**config.mk**
```make
export PLATFORM = sky130hd
export DESIGN_NAME = axi_remap_ctrl
export DESIGN_NICKNAME = d
export VERILOG_FILES = /design/src/rtl/axi_remap_ctrl.sv
export SDC_FILE = /design/constraint.sdc
export NUM_CORES = 1
export LEC_CHECK = 0
export BUFFER_PORTS_ARGS = -buffer_cell sky130_fd_sc_hd__buf_4
export CAP_MARGIN = 20
export CELL_PAD_IN_SITES_DETAIL_PLACEMENT = 1
export CELL_PAD_IN_SITES_GLOBAL_PLACEMENT = 1
export CORE_ASPECT_RATIO = 1.1
export CORE_UTILIZATION = 40
export CTS_CLUSTER_DIAMETER = 60
export DETAILED_ROUTE_END_ITERATION = 8
export PLACE_DENSITY_LB_ADDON = 0.1
export SKIP_CTS_REPAIR_TIMING = 1
export SYNTH_ARGS = -nofsm -noshare
export SYNTH_HDL_FRONTEND = slang
export SYNTH_SLANG_ARGS = --single-unit
```
**constraint.sdc**
```tcl
create_clock -name clk_i -period 16.1 [get_ports clk_i]
set_input_delay 1.61 -clock clk_i [delete_from_list [all_inputs] [get_ports clk_i]]
set_output_delay 1.61 -clock clk_i [all_outputs]
set_load 0.02 [all_outputs]
```
**src/rtl/axi_remap_ctrl.sv**
```systemverilog
//==============================================================================
// Module      : axi_remap_ctrl
// Description : AXI4 address-remapping controller. Rewrites AW/AR addresses
//               via a small table of windows, and sequences table updates:
//               new AW/AR are blocked, in-flight transactions drain, the
//               selected rule is written, and traffic resumes.
// Optional    : AXI_REMAP_CTRL_MISS_CNT_EN enables the 16-bit saturating
//               count of unmatched AW/AR handshakes on miss_cnt_o.
// Ports       : clk_i, rst_i (async, active-high)
//               slv_req_i / slv_resp_o : upstream AXI port
//               mst_req_o / mst_resp_i : downstream AXI port (remapped)
//               cfg_valid_i/cfg_ready_o, cfg_idx_i, cfg_en_i, cfg_base_i,
//               cfg_mask_i, cfg_target_i : rule write interface
//               busy_o : controller not in RUN
//               miss_cnt_o : unmatched address count
// Revision    : 1.0 - initial release
//==============================================================================
`default_nettype none

package axi_remap_ctrl_pkg;
  typedef logic [31:0] addr_t;

  typedef struct packed {
    logic [3:0] id;
    addr_t      addr;
    logic [7:0] len;
    logic [2:0] size;
    logic [1:0] burst;
    logic [5:0] atop;
  } aw_chan_t;

  typedef struct packed {
    logic [31:0] data;
    logic [3:0]  strb;
    logic        last;
  } w_chan_t;

  typedef struct packed {
    logic [3:0] id;
    logic [1:0] resp;
  } b_chan_t;

  typedef struct packed {
    logic [3:0] id;
    addr_t      addr;
    logic [7:0] len;
    logic [2:0] size;
    logic [1:0] burst;
  } ar_chan_t;

  typedef struct packed {
    logic [3:0]  id;
    logic [31:0] data;
    logic [1:0]  resp;
    logic        last;
  } r_chan_t;

  typedef struct packed {
    aw_chan_t aw;
    logic     aw_valid;
    w_chan_t  w;
    logic     w_valid;
    logic     b_ready;
    ar_chan_t ar;
    logic     ar_valid;
    logic     r_ready;
  } req_t;

  typedef struct packed {
    logic    aw_ready;
    logic    ar_ready;
    logic    w_ready;
    b_chan_t b;
    logic    b_valid;
    r_chan_t r;
    logic    r_valid;
  } resp_t;
endpackage

module axi_remap_ctrl #(
  parameter int unsigned NoRules = 4,
  parameter int unsigned MaxTxns = 8,
  parameter type addr_t = axi_remap_ctrl_pkg::addr_t,
  parameter type req_t  = axi_remap_ctrl_pkg::req_t,
  parameter type resp_t = axi_remap_ctrl_pkg::resp_t,
  localparam int unsigned c_idx_w = (NoRules > 1) ? $clog2(NoRules) : 1
) (
  input  logic               clk_i,
  input  logic               rst_i,
  input  req_t               slv_req_i,
  output resp_t              slv_resp_o,
  output req_t               mst_req_o,
  input  resp_t              mst_resp_i,
  input  logic               cfg_valid_i,
  output logic               cfg_ready_o,
  input  logic [c_idx_w-1:0] cfg_idx_i,
  input  logic               cfg_en_i,
  input  addr_t              cfg_base_i,
  input  addr_t              cfg_mask_i,
  input  addr_t              cfg_target_i,
  output logic               busy_o,
  output logic [15:0]        miss_cnt_o
);

  // One spare code above MaxTxns so a same-cycle AR plus atomic AW at
  // MaxTxns-1 cannot wrap the read counter.
  localparam int unsigned          c_cnt_w    = $clog2(MaxTxns + 2);
  localparam logic [c_cnt_w-1:0]   c_max      = c_cnt_w'(MaxTxns);
  localparam logic [c_idx_w:0]     c_no_rules = (c_idx_w + 1)'(NoRules);

  typedef enum logic [1:0] {
    ST_RUN    = 2'd0,
    ST_DRAIN  = 2'd1,
    ST_UPDATE = 2'd2
  } state_e;

  state_e               r_state, w_state_nxt;
  logic [NoRules-1:0]   r_en;
  addr_t                r_base   [NoRules];
  addr_t                r_mask   [NoRules];
  addr_t                r_target [NoRules];
  logic [c_cnt_w-1:0]   r_w_cnt, r_r_cnt, w_w_cnt_nxt, w_r_cnt_nxt;
  logic                 r_aw_pend, r_ar_pend;
  logic [NoRules-1:0]   w_aw_match, w_ar_match;
  addr_t                w_aw_addr, w_ar_addr;
  logic                 w_aw_allow, w_ar_allow;
  logic                 w_mst_aw_valid, w_mst_ar_valid;
  logic                 w_aw_hs, w_ar_hs, w_b_hs, w_r_done, w_aw_atop_hs;
  logic                 w_cfg_idx_ok;

  // Per-rule window match for both address channels
  for (genvar gi = 0; gi < NoRules; gi++) begin : g_rule
    assign w_aw_match[gi] = r_en[gi] &
      ((slv_req_i.aw.addr & r_mask[gi]) == (r_base[gi] & r_mask[gi]));
    assign w_ar_match[gi] = r_en[gi] &
      ((slv_req_i.ar.addr & r_mask[gi]) == (r_base[gi] & r_mask[gi]));
  end

  // Walk from the highest index down so the lowest matching rule wins
  always_comb begin
    w_aw_addr = slv_req_i.aw.addr;
    w_ar_addr = slv_req_i.ar.addr;
    for (int i = int'(NoRules) - 1; i >= 0; i--) begin
      if (w_aw_match[i]) begin
        w_aw_addr = (r_target[i] & r_mask[i]) | (slv_req_i.aw.addr & ~r_mask[i]);
      end
      if (w_ar_match[i]) begin
        w_ar_addr = (r_target[i] & r_mask[i]) | (slv_req_i.ar.addr & ~r_mask[i]);
      end
    end
  end

  // The pend flags keep an already presented valid alive through a drain
  assign w_aw_allow = ((r_w_cnt < c_max) &&
                       (!slv_req_i.aw.atop[5] || (r_r_cnt < c_max)) &&
                       (r_state == ST_RUN)) || r_aw_pend;
  assign w_ar_allow = ((r_r_cnt < c_max) && (r_state == ST_RUN)) || r_ar_pend;

  assign w_mst_aw_valid = slv_req_i.aw_valid & w_aw_allow;
  assign w_mst_ar_valid = slv_req_i.ar_valid & w_ar_allow;

  always_comb begin
    mst_req_o             = slv_req_i;
    mst_req_o.aw.addr     = w_aw_addr;
    mst_req_o.ar.addr     = w_ar_addr;
    mst_req_o.aw_valid    = w_mst_aw_valid;
    mst_req_o.ar_valid    = w_mst_ar_valid;
    slv_resp_o            = mst_resp_i;
    slv_resp_o.aw_ready   = mst_resp_i.aw_ready & w_aw_allow;
    slv_resp_o.ar_ready   = mst_resp_i.ar_ready & w_ar_allow;
  end

  assign w_aw_hs      = w_mst_aw_valid & mst_resp_i.aw_ready;
  assign w_ar_hs      = w_mst_ar_valid & mst_resp_i.ar_ready;
  assign w_b_hs       = mst_resp_i.b_valid & slv_req_i.b_ready;
  assign w_r_done     = mst_resp_i.r_valid & slv_req_i.r_ready & mst_resp_i.r.last;
  assign w_aw_atop_hs = w_aw_hs & slv_req_i.aw.atop[5];

  // Atomic AWs also produce read data, so they occupy a read slot
  assign w_w_cnt_nxt = r_w_cnt + c_cnt_w'(w_aw_hs) - c_cnt_w'(w_b_hs);
  assign w_r_cnt_nxt = r_r_cnt + c_cnt_w'(w_ar_hs) + c_cnt_w'(w_aw_atop_hs)
                       - c_cnt_w'(w_r_done);

  always_ff @(posedge clk_i or posedge rst_i) begin
    if (rst_i) begin
      r_w_cnt   <= '0;
      r_r_cnt   <= '0;
      r_aw_pend <= 1'b0;
      r_ar_pend <= 1'b0;
    end else begin
      r_w_cnt   <= w_w_cnt_nxt;
      r_r_cnt   <= w_r_cnt_nxt;
      r_aw_pend <= w_mst_aw_valid & ~mst_resp_i.aw_ready;
      r_ar_pend <= w_mst_ar_valid & ~mst_resp_i.ar_ready;
    end
  end

  // Reconfiguration sequencer
  always_ff @(posedge clk_i or posedge rst_i) begin
    if (rst_i) begin
      r_state <= ST_RUN;
    end else begin
      r_state <= w_state_nxt;
    end
  end

  always_comb begin
    w_state_nxt = r_state;
    cfg_ready_o = 1'b0;
    case (r_state)
      ST_RUN: begin
        if (cfg_valid_i) w_state_nxt = ST_DRAIN;
      end
      ST_DRAIN: begin
        if ((r_w_cnt == '0) && (r_r_cnt == '0) && !r_aw_pend && !r_ar_pend) begin
          w_state_nxt = ST_UPDATE;
        end
      end
      ST_UPDATE: begin
        cfg_ready_o = 1'b1;
        w_state_nxt = ST_RUN;
      end
      default: w_state_nxt = ST_RUN;
    endcase
  end

  assign busy_o = (r_state != ST_RUN);

  // Out-of-range indices are acknowledged but leave the table untouched
  assign w_cfg_idx_ok = ({1'b0, cfg_idx_i} < c_no_rules);

  always_ff @(posedge clk_i or posedge rst_i) begin
    if (rst_i) begin
      r_en <= '0;
      for (int i = 0; i < int'(NoRules); i++) begin
        r_base[i]   <= '0;
        r_mask[i]   <= '0;
        r_target[i] <= '0;
      end
    end else if ((r_state == ST_UPDATE) && w_cfg_idx_ok) begin
      r_en[cfg_idx_i]     <= cfg_en_i;
      r_base[cfg_idx_i]   <= cfg_base_i;
      r_mask[cfg_idx_i]   <= cfg_mask_i;
      r_target[cfg_idx_i] <= cfg_target_i;
    end
  end

`ifdef AXI_REMAP_CTRL_MISS_CNT_EN
  logic [15:0] r_miss_cnt;
  logic [16:0] w_miss_sum;
  logic        w_aw_miss, w_ar_miss;

  assign w_aw_miss  = w_aw_hs & ~(|w_aw_match);
  assign w_ar_miss  = w_ar_hs & ~(|w_ar_match);
  assign w_miss_sum = {1'b0, r_miss_cnt} + 17'(w_aw_miss) + 17'(w_ar_miss);

  always_ff @(posedge clk_i or posedge rst_i) begin
    if (rst_i) begin
      r_miss_cnt <= '0;
    end else if (r_state == ST_UPDATE) begin
      r_miss_cnt <= '0;
    end else if (w_miss_sum[16]) begin
      r_miss_cnt <= 16'hFFFF;
    end else begin
      r_miss_cnt <= w_miss_sum[15:0];
    end
  end

  assign miss_cnt_o = r_miss_cnt;
`else
  assign miss_cnt_o = 16'd0;
`endif

endmodule

`default_nettype wire

```
======== After elaboration in Yosys (flattened, before gate mapping) ========
Cells that the tools add are included.
cells by class
  bitwise operators ....................... 59
  shift-type cells ........................ 0
  equality and inequality tests ........... 12
  add/subtract/negate cells ............... 5
  reductions and logical operators ........ 19
  order comparisons ....................... 6
  mux-type cells .......................... 20
  $mul .................................... 0
  div/mod/pow operators ................... 0
operators with widths
  cell                number
  $and 32x32->32      24
  $bwmux 128          3
  $mux 32             9
  $eq 32x32->1        8
  $or 32x32->32       8
  $not 32->32         4
  $demux 32 s2        1
  $and 1x1->1         20
  $add 4x1->4         3
  $logic_and 1x1->1   8
  $logic_not 4->1     2
  $lt 4x4->1 const B  2
  $sub 4x1->4         2
  $bwmux 4            1
  $mux 2              2
  $ne 2x2->1 const B  2
  $pmux 2 s2          1
  $ge 3x3->1 const B  1
  $logic_not 1->1     3
  $logic_or 1x1->1    3
  $lt 2x3->1 const B  1
  $lt 3x1->1 const B  1
  $not 2->3           1
  $demux 1 s2         1
  8 further kinds     10
word-level totals
  memory bits (writable) .................. 0
  register bits after elaboration ......... 400
  memories ................................ 0
  word-level logic and storage cells ...... 139
  ROM bits ................................ 0
  output and inout bits ................... 214
  latch bits .............................. 0

======== Depth between registers and ports, before layout ========
Gate-level depths: netlist (run 1).
  word-level depth ........................ 10
  gate-level depth with buffers ........... 12
  mapped depth without buffers ............ 11

======== Least setup slack after synthesis (run 1) ========
OpenSTA, ideal clock, no wires.
  path type ............................... input-to-output
  from .................................... input slv_req_i[27] (netlist bit)
  to ...................................... output mst_req_o[38] (netlist bit)
  stages on the path ...................... 10
  required time ........................... 14490 ps
  arrival time ............................ 4063 ps
  setup slack ............................. 10427 ps
  cells stage by stage .................... clkbuf_1 -> xor2_1 -> a22oi_1 -> nor4b_1 -> nand4_1 -> a311oi_2 -> buf_2 -> nand3_1 -> and4_1 -> a221oi_1
RTL lines
  what                line  RTL
  start: declaration  90    input req_t slv_req_i,
  end: declaration    92    output req_t mst_req_o,

==> impl_metrics.ini, run 1 <==
[floorplanning]
start_util_pct = 40.7
io_pins = 512
die_area_um2 = 62200
die_w_um = 238
design.core.area_um2 = 60100
num_rows = 94
die_h_um = 261

[pwr]
powerDensity_nw_per_um2 = 90.3
clock_power_share_pct = 47.7
finalPower_mw = 2.49
power_frac_seq_pct = 41.8
vdd_ir_drop_max_uv = 77.9
p_switching_uw = 651
power.internal_mw = 1.84
power.share.combinational_pct = 10.5
swShare_pct = 26.2
leakagePower_nw = 12.8

[detailed_routing]
totalWireLength_um = 114000
vias_per_cell = 6.35
drt-initial-drc-count = 1612
vias = 20300
final_antenna_net_count = 0
wl_per_cell_um = 35.7
drc = 0
firstDrtPassIters = 5

[clock_network]
numCtsBuffers = 51
clock_sinks = 400
clkTransAtPathRegs_ns = 0.05
cts_max_level = 2
cts_max_path_buffers = 3
cts_tree = yes
cts_root_buf = clkbuf_16
clk-insertion-delay-late_ns = 0.63

[placement]
gp_congestion = 1.09
port_buffers = 251
hpwl_um = 86600

[yosys]
ys_top_cells_by_area = dfrtp_1, mux2_2, buf_4
syn_area_um2 = 24500
synth.most_common_cell = dfrtp_1
syn_inst = 2348
synth_edf_count = 0
yosys.area.top_type = dfrtp_1
synthFlopType = dfrtp_1
ys_top_cells_by_count = dfrtp_1, mux2_2, clkbuf_1, nand2_1, buf_4
postSynth.asyncResetShare_pct = 100
synth_top_cell_area_share_pct = 40.9
ys_seq_area_share_pct = 40.9
yosys_warnings = 0
synth_seq_cells = 400
ys_types = 66
avgSynthCellArea_um2 = 10.4

[finish]
finalNetCount = 2657
area_growth_pct = 12.6
drive_above_1_share_pct = 33.2

[setup_path]
cp-start-kind = input pin
cp_max_fo = 56
cp.arrival_ns = 5.66
critPathKind = in2out
end_kind = output port
crit_required_ns = 14.49

[global_routing]
grt_max_degree = 161
grt.overflow.total = 0
grt_pass1_wl_um = 161000
grtUsageTotal_pct = 36.6
grt_pass1_vias = 21400
antenna_found_initial = 3

[timing]
setup_tns_ns = 0
fin_crit_ns = 7.27
slew_viol_final = 0
setup_violations = 0
max_freq_mhz = 138
hold_viol = 0
rsz0062_at_grt = no
slew-limit-headroom_pct = 31.3
skew_ns = 0.0501
tightestPinTransition_ns = 1.03
fin_crit_sh_pct = 45.1

[status]
status = finished clean

[worst_hold_path]
min_path_type = reg2reg

[flow_run]
drv_cap = 0
[cells by family after synthesis]
kind of cell	Yosys count	synth area share, %
AO/OA/AOI/OAI	489	14.8
AND/OR/NAND/NOR	466	10.6
XOR/XNOR	128	4.58
adder cells (fa/ha/maj)	12	0.706
flip-flops	400	40.9
other	1	0.0153
buffers and inverters	427	9.00
multiplexers	425	19.4
[cell type report]
| cell class | instances | area [um2] |
|---|---|---|
| diodes | 1 | 2.50 |
| clock buffers | 74 | 1470 |
| clock inverters | 17 | 246 |
| fillers | 6486 | 32500 |
| inverters | 82 | 315 |
| multi-input cells | 1536 | 12400 |
| flip-flops and latches | 400 | 10000 |
| well taps | 816 | 1020 |
| repair buffers | 276 | 2120 |
[cell usage in the layout, fill, tap and decap left out, types with 8 or more instances in the layout]
master and count:
nand3b_1 98, nor4_1 16, nand3_1 56, a31oi_1 37, o22ai_1 63, a22o_1 9
a22oi_1 24, a31o_2 32, nor2_1 9, a32o_1 25, and3_1 17, mux2_2 385
conb_1 16, inv_1 77, xor2_1 126, clkbuf_8 11, mux2i_1 40, a311oi_1 34
nand4_1 34, buf_4 273, ha_1 9, a222oi_1 8, a221o_1 13, dfrtp_1 400
o211ai_1 26, o21ai_0 103, nand2b_1 18, clkbuf_16 51, o21a_1 15, clkbuf_1 12
nand2_1 159, a221oi_1 62, nor2b_1 19
[power groups by stage]
stage | registers (mW) | logic, mW | clock network (mW)
6_report | 1.04 | 0.261 | 1.19
5_1_grt | 1.04 | 0.284 | 1.24
4_1_cts | 1.04 | 0.262 | 1.21
3_5_place_dp | 1.06 | 0.261 | 0
3_3_place_gp | 1.06 | 0.251 | 0
2_1_floorplan | 1.05 | 0.190 | 0
[per-stage QoR]
step / std cells / instance area [um2] / hold WS, ns / utilization [%] / worst slack [ns]
2_1_floorplan: 2363 / 24500 / 0.424 / - / 3.37
3_3_place_gp: 3108 / 25800 / 0.443 / 42.9 / 9.10
3_5_place_dp: 3109 / 25800 / 0.481 / 43.0 / 8.97
4_1_cts: 3200 / 27500 / 0.488 / 45.8 / 8.95
5_1_grt: 3201 / 27600 / 0.515 / 45.8 / 8.84
6_report: 3202 / 27600 / 0.479 / 45.9 / 8.83
[state kept, by name, indices dropped and copies added, names as in the netlist]
name       flops
r_ar_pend      1
r_aw_pend      1
r_base       128
r_en           4
r_mask       128
r_r_cnt        4
r_state        2
r_target     128
r_w_cnt        4
[critical path, stage by stage]
cell	delay [ns]
buf_4	0.24
nand3b_1	0.17
o2111ai_1	0.38
or4_1	0.79
nor4_4	0.29
and2_2	0.39
buf_4	0.72
a221oi_1	0.24
a311oi_1	0.40
o22ai_1	0.16
buf_4	0.21
[path summary, 6_finish.rpt]
path	startpoint	endpoint	slack (ns)	cells after the start
setup reg to reg	r_state[0]$_DFFE_PP0P_	r_target[12]$_DFFE_PP0P_	13.27	4
setup / recovery	slv_req_i[135]	mst_req_o[114]	8.83	11
max in group asynchronous	rst_i	r_base[71]$_DFFE_PP0P_	12.61	4
min in group asynchronous	rst_i	r_w_cnt[2]$_DFF_PP0_	1.18	2
hold reg to reg	r_state[1]$_DFFE_PP0P_	r_state[0]$_DFFE_PP0P_	0.48	1
hold / removal	r_state[1]$_DFFE_PP0P_	r_state[0]$_DFFE_PP0P_	0.48	1
[metal layers]
| layer | wire [um] | up-vias | part of all wire [%] | GRT usage [%] |
|---|---|---|---|---|
| met5 | 14 | - | 0.012 | 0 |
| met2 | 53900 | 851 | 47 | 59.9 |
| li1 | - | 8520 | - | - |
| met4 | 4680 | 2 | 4.1 | 15.1 |
| met1 | 48200 | 10800 | 42 | 47.4 |
| met3 | 7490 | 211 | 6.6 | 7.20 |
Power figures use the tool's default switching activity.
==> run 2: changes to the inputs <==
ABC_AREA = 1   (was not set)
clock period = 6.76 ns   (was 16.1 ns; I/O delays follow)
==> impl_metrics.ini, run 2 <==
[clock_network]
cts_root_buf = clkbuf_16
cts_max_path_buffers = 3
cts_tree = yes
clk-insertion-delay-late_ns = 0.64
cts_max_level = 2
numCtsBuffers = 53
clkTransAtPathRegs_ns = 0.06
clock_sinks = 400

[timing]
setup_ws_ns = 2.09
slew-limit-headroom_pct = 20.4
skew_ns = 0.0319
tightestPinTransition_ns = 1.18
setup_violations = 0
fin_crit_ns = 4.67
hold_viol = 0
fin_crit_sh_pct = 69.1
max_freq_mhz = 214
setup_tns_ns = 0
rsz0062_at_grt = no
slew_viol_final = 0

[detailed_routing]
vias = 29000
wl_per_cell_um = 24.6
firstDrtPassIters = 6
final_antenna_net_count = 0
totalWireLength_um = 126000
vias_per_cell = 5.67
drc = 0
drt-initial-drc-count = 2489

[yosys]
synth_top_family_by_area = simple AND/OR/NAND/NOR gates
synthFlopType = dfrtp_1
ys_top_cells_by_area = dfrtp_1, nand2_1, o21ai_0
ys_seq_area_share_pct = 36.5
synth_mux_area_share_pct = 0
synth.most_common_cell = nand2_1
ys_types = 42
synth_seq_cells = 400
syn_area_um2 = 27400
synth_simple_gate_area_share_pct = 33.7
synthXorXnorAreaFrac_pct = 0.160
synth_edf_count = 0
syn_inst = 4153
ys_top_cells_by_count = nand2_1, o21ai_0, nand3_1, inv_1, dfrtp_1
avgSynthCellArea_um2 = 6.60
yosys.area.top_type = dfrtp_1
synth_compound_area_share_pct = 14.3
synth_fa_ha_area_share_pct = 0.630
yosys_warnings = 0
synth_top_cell_area_share_pct = 36.5
postSynth.asyncResetShare_pct = 100

[placement]
place_ws_ns = 2.43
hpwl_um = 92500
port_buffers = 251
dp_cells = 5006
gp_congestion = 1.00

[floorplanning]
die_w_um = 252
die_h_um = 276
io_pins = 512
design.core.area_um2 = 67700
die_area_um2 = 69500
start_util_pct = 40.5
num_rows = 100

[finish]
final_cell_count_no_fill = 5108
reg_top3 = r_base x128, r_mask x128, r_target x128
finalNetCount = 4453
mostFrequentLayoutCell = nand2_1
area_growth_pct = 12.0
drive_above_1_share_pct = 10.9
layout_common_cells = nand2_1, o21ai_0, nand3_1
fillerInstances = 8844
fin_util_pct = 45.3

[pwr]
vdd_ir_drop_max_uv = 192
powerDensity_nw_per_um2 = 219
leakagePower_nw = 15.5
finalPower_mw = 6.72

[setup_path]
cp.buffers_inverters = 2
end_kind = output port
cp-start-kind = register
cp_max_fo = 36
r2r_slack_ns = 4.31
crit_required_ns = 6.08
cp_top_family = simple AND/OR/NAND/NOR gates
cp_slowest_stage_delay_ns = 0.93
critPathKind = reg2out
path_cells = nand2_1 > nand3_1 > o21ai_0 > nor2_1 > and3_1 > nand3_1 > nor2_4 > buf_12 > a21oi_1 > nand2_1 > nand2_1 > buf_4
crit_slowest_cell = nor2_4
cp.arrival_ns = 3.99
cp_common_cell = nand2_1

[global_routing]
antenna_found_initial = 3
grt_pass1_wl_um = 187000
grt_pass1_vias = 28900
grtUsageTotal_pct = 36.0
grt.overflow.total = 0
grt_max_degree = 142

[status]
status = finished clean

[flow_run]
drv_cap = 0

[worst_hold_path]
min_path_type = in2async
[run 2: changes by cell type after synthesis, moves of 55 or more]
| cell | before | now |
|---|---|---|
| a21oi_1 | 4 | 200 |
| a221oi_1 | 62 | 0 |
| inv_1 | 78 | 498 |
| mux2_2 | 385 | 0 |
| nand2_1 | 159 | 1165 |
| nand3_1 | 57 | 523 |
| nand3b_1 | 98 | 6 |
| nand4_1 | 34 | 90 |
| nor2_1 | 11 | 189 |
| o21ai_0 | 103 | 553 |
| o22ai_1 | 63 | 8 |
| xor2_1 | 126 | 3 |
[run 2: through the flow]
| step | instance area (um2) | hold slack, ns |
|---|---|---|
| 3_5_place_dp | 28700 | 0.473 |
| 3_3_place_gp | 28700 | 0.467 |
| 6_report | 30700 | 0.200 |
| 2_1_floorplan | 27500 | 0.453 |
| 5_1_grt | 30700 | 0.208 |
| 4_1_cts | 30700 | 0.189 |
[run 2: layout make-up]
class,count,area (um2),share of cell area [%]
repair buffers,284,2160,7.03
diodes,3,7.51,0.0245
flip-flops and latches,400,10000,32.6
inverters,511,1920,6.26
well taps,918,1150,3.74
multi-input cells,2893,13500,44.0
clock buffers,72,1490,4.85
clock inverters,27,455,1.48
[run 2: cells by family (layout without fill, tap and decap cells)]
group,after synthesis,count (layout)
buffers and inverters,875,894
AO/OA/AOI/OAI,773,773
other,1,19
XOR/XNOR,5,5
flip-flops,400,400
adder cells (fa/ha/maj),12,12
AND/OR/NAND/NOR,2087,2087
[run 2: worst register-to-register path, stage by stage, from the launching register on]
cell	delay, ns
dfrtp_1	0.37
inv_1	0.09
nor2_1	0.05
buf_4	0.18
nand2_4	0.61
buf_4	0.74
o21ai_0	0.29
[run 2: final timing paths]
| path | start | end | depth (start not counted) |
|---|---|---|---|
| min in group clk_i | mst_resp_i[48] | r_ar_pend$_DFF_PP0_ | 2 |
| hold / removal | rst_i | r_target[46]$_DFFE_PP0P_ | 2 |
| setup / recovery | r_base[126]$_DFFE_PP0P_ | mst_req_o[24] | 12 |
| max in group asynchronous | rst_i | r_mask[114]$_DFFE_PP0P_ | 3 |
| setup reg to reg | r_state[1]$_DFFE_PP0P_ | r_mask[103]$_DFFE_PP0P_ | 6 |
| hold reg to reg | r_target[108]$_DFFE_PP0P_ | r_target[108]$_DFFE_PP0P_ | 2 |
[run 2: power by group]
group          leakage (nW)  internal, mW  switching [mW]
sequential             5.56          2.48          0.0832
clock                 0.956          1.97            1.21
combinational          9.00         0.301           0.684
[run 2: routing by layer]
| metal | vias up | part of all wire [%] | track usage, % |
|---|---|---|---|
| met4 | 8 | 4.4 | 14.9 |
| met2 | 1109 | 48 | 59.6 |
| met1 | 14300 | 41 | 45.6 |
| li1 | 13300 | - | - |
| met5 | - | 0.065 | 0.418 |
| met3 | 283 | 7.3 | 6.85 |
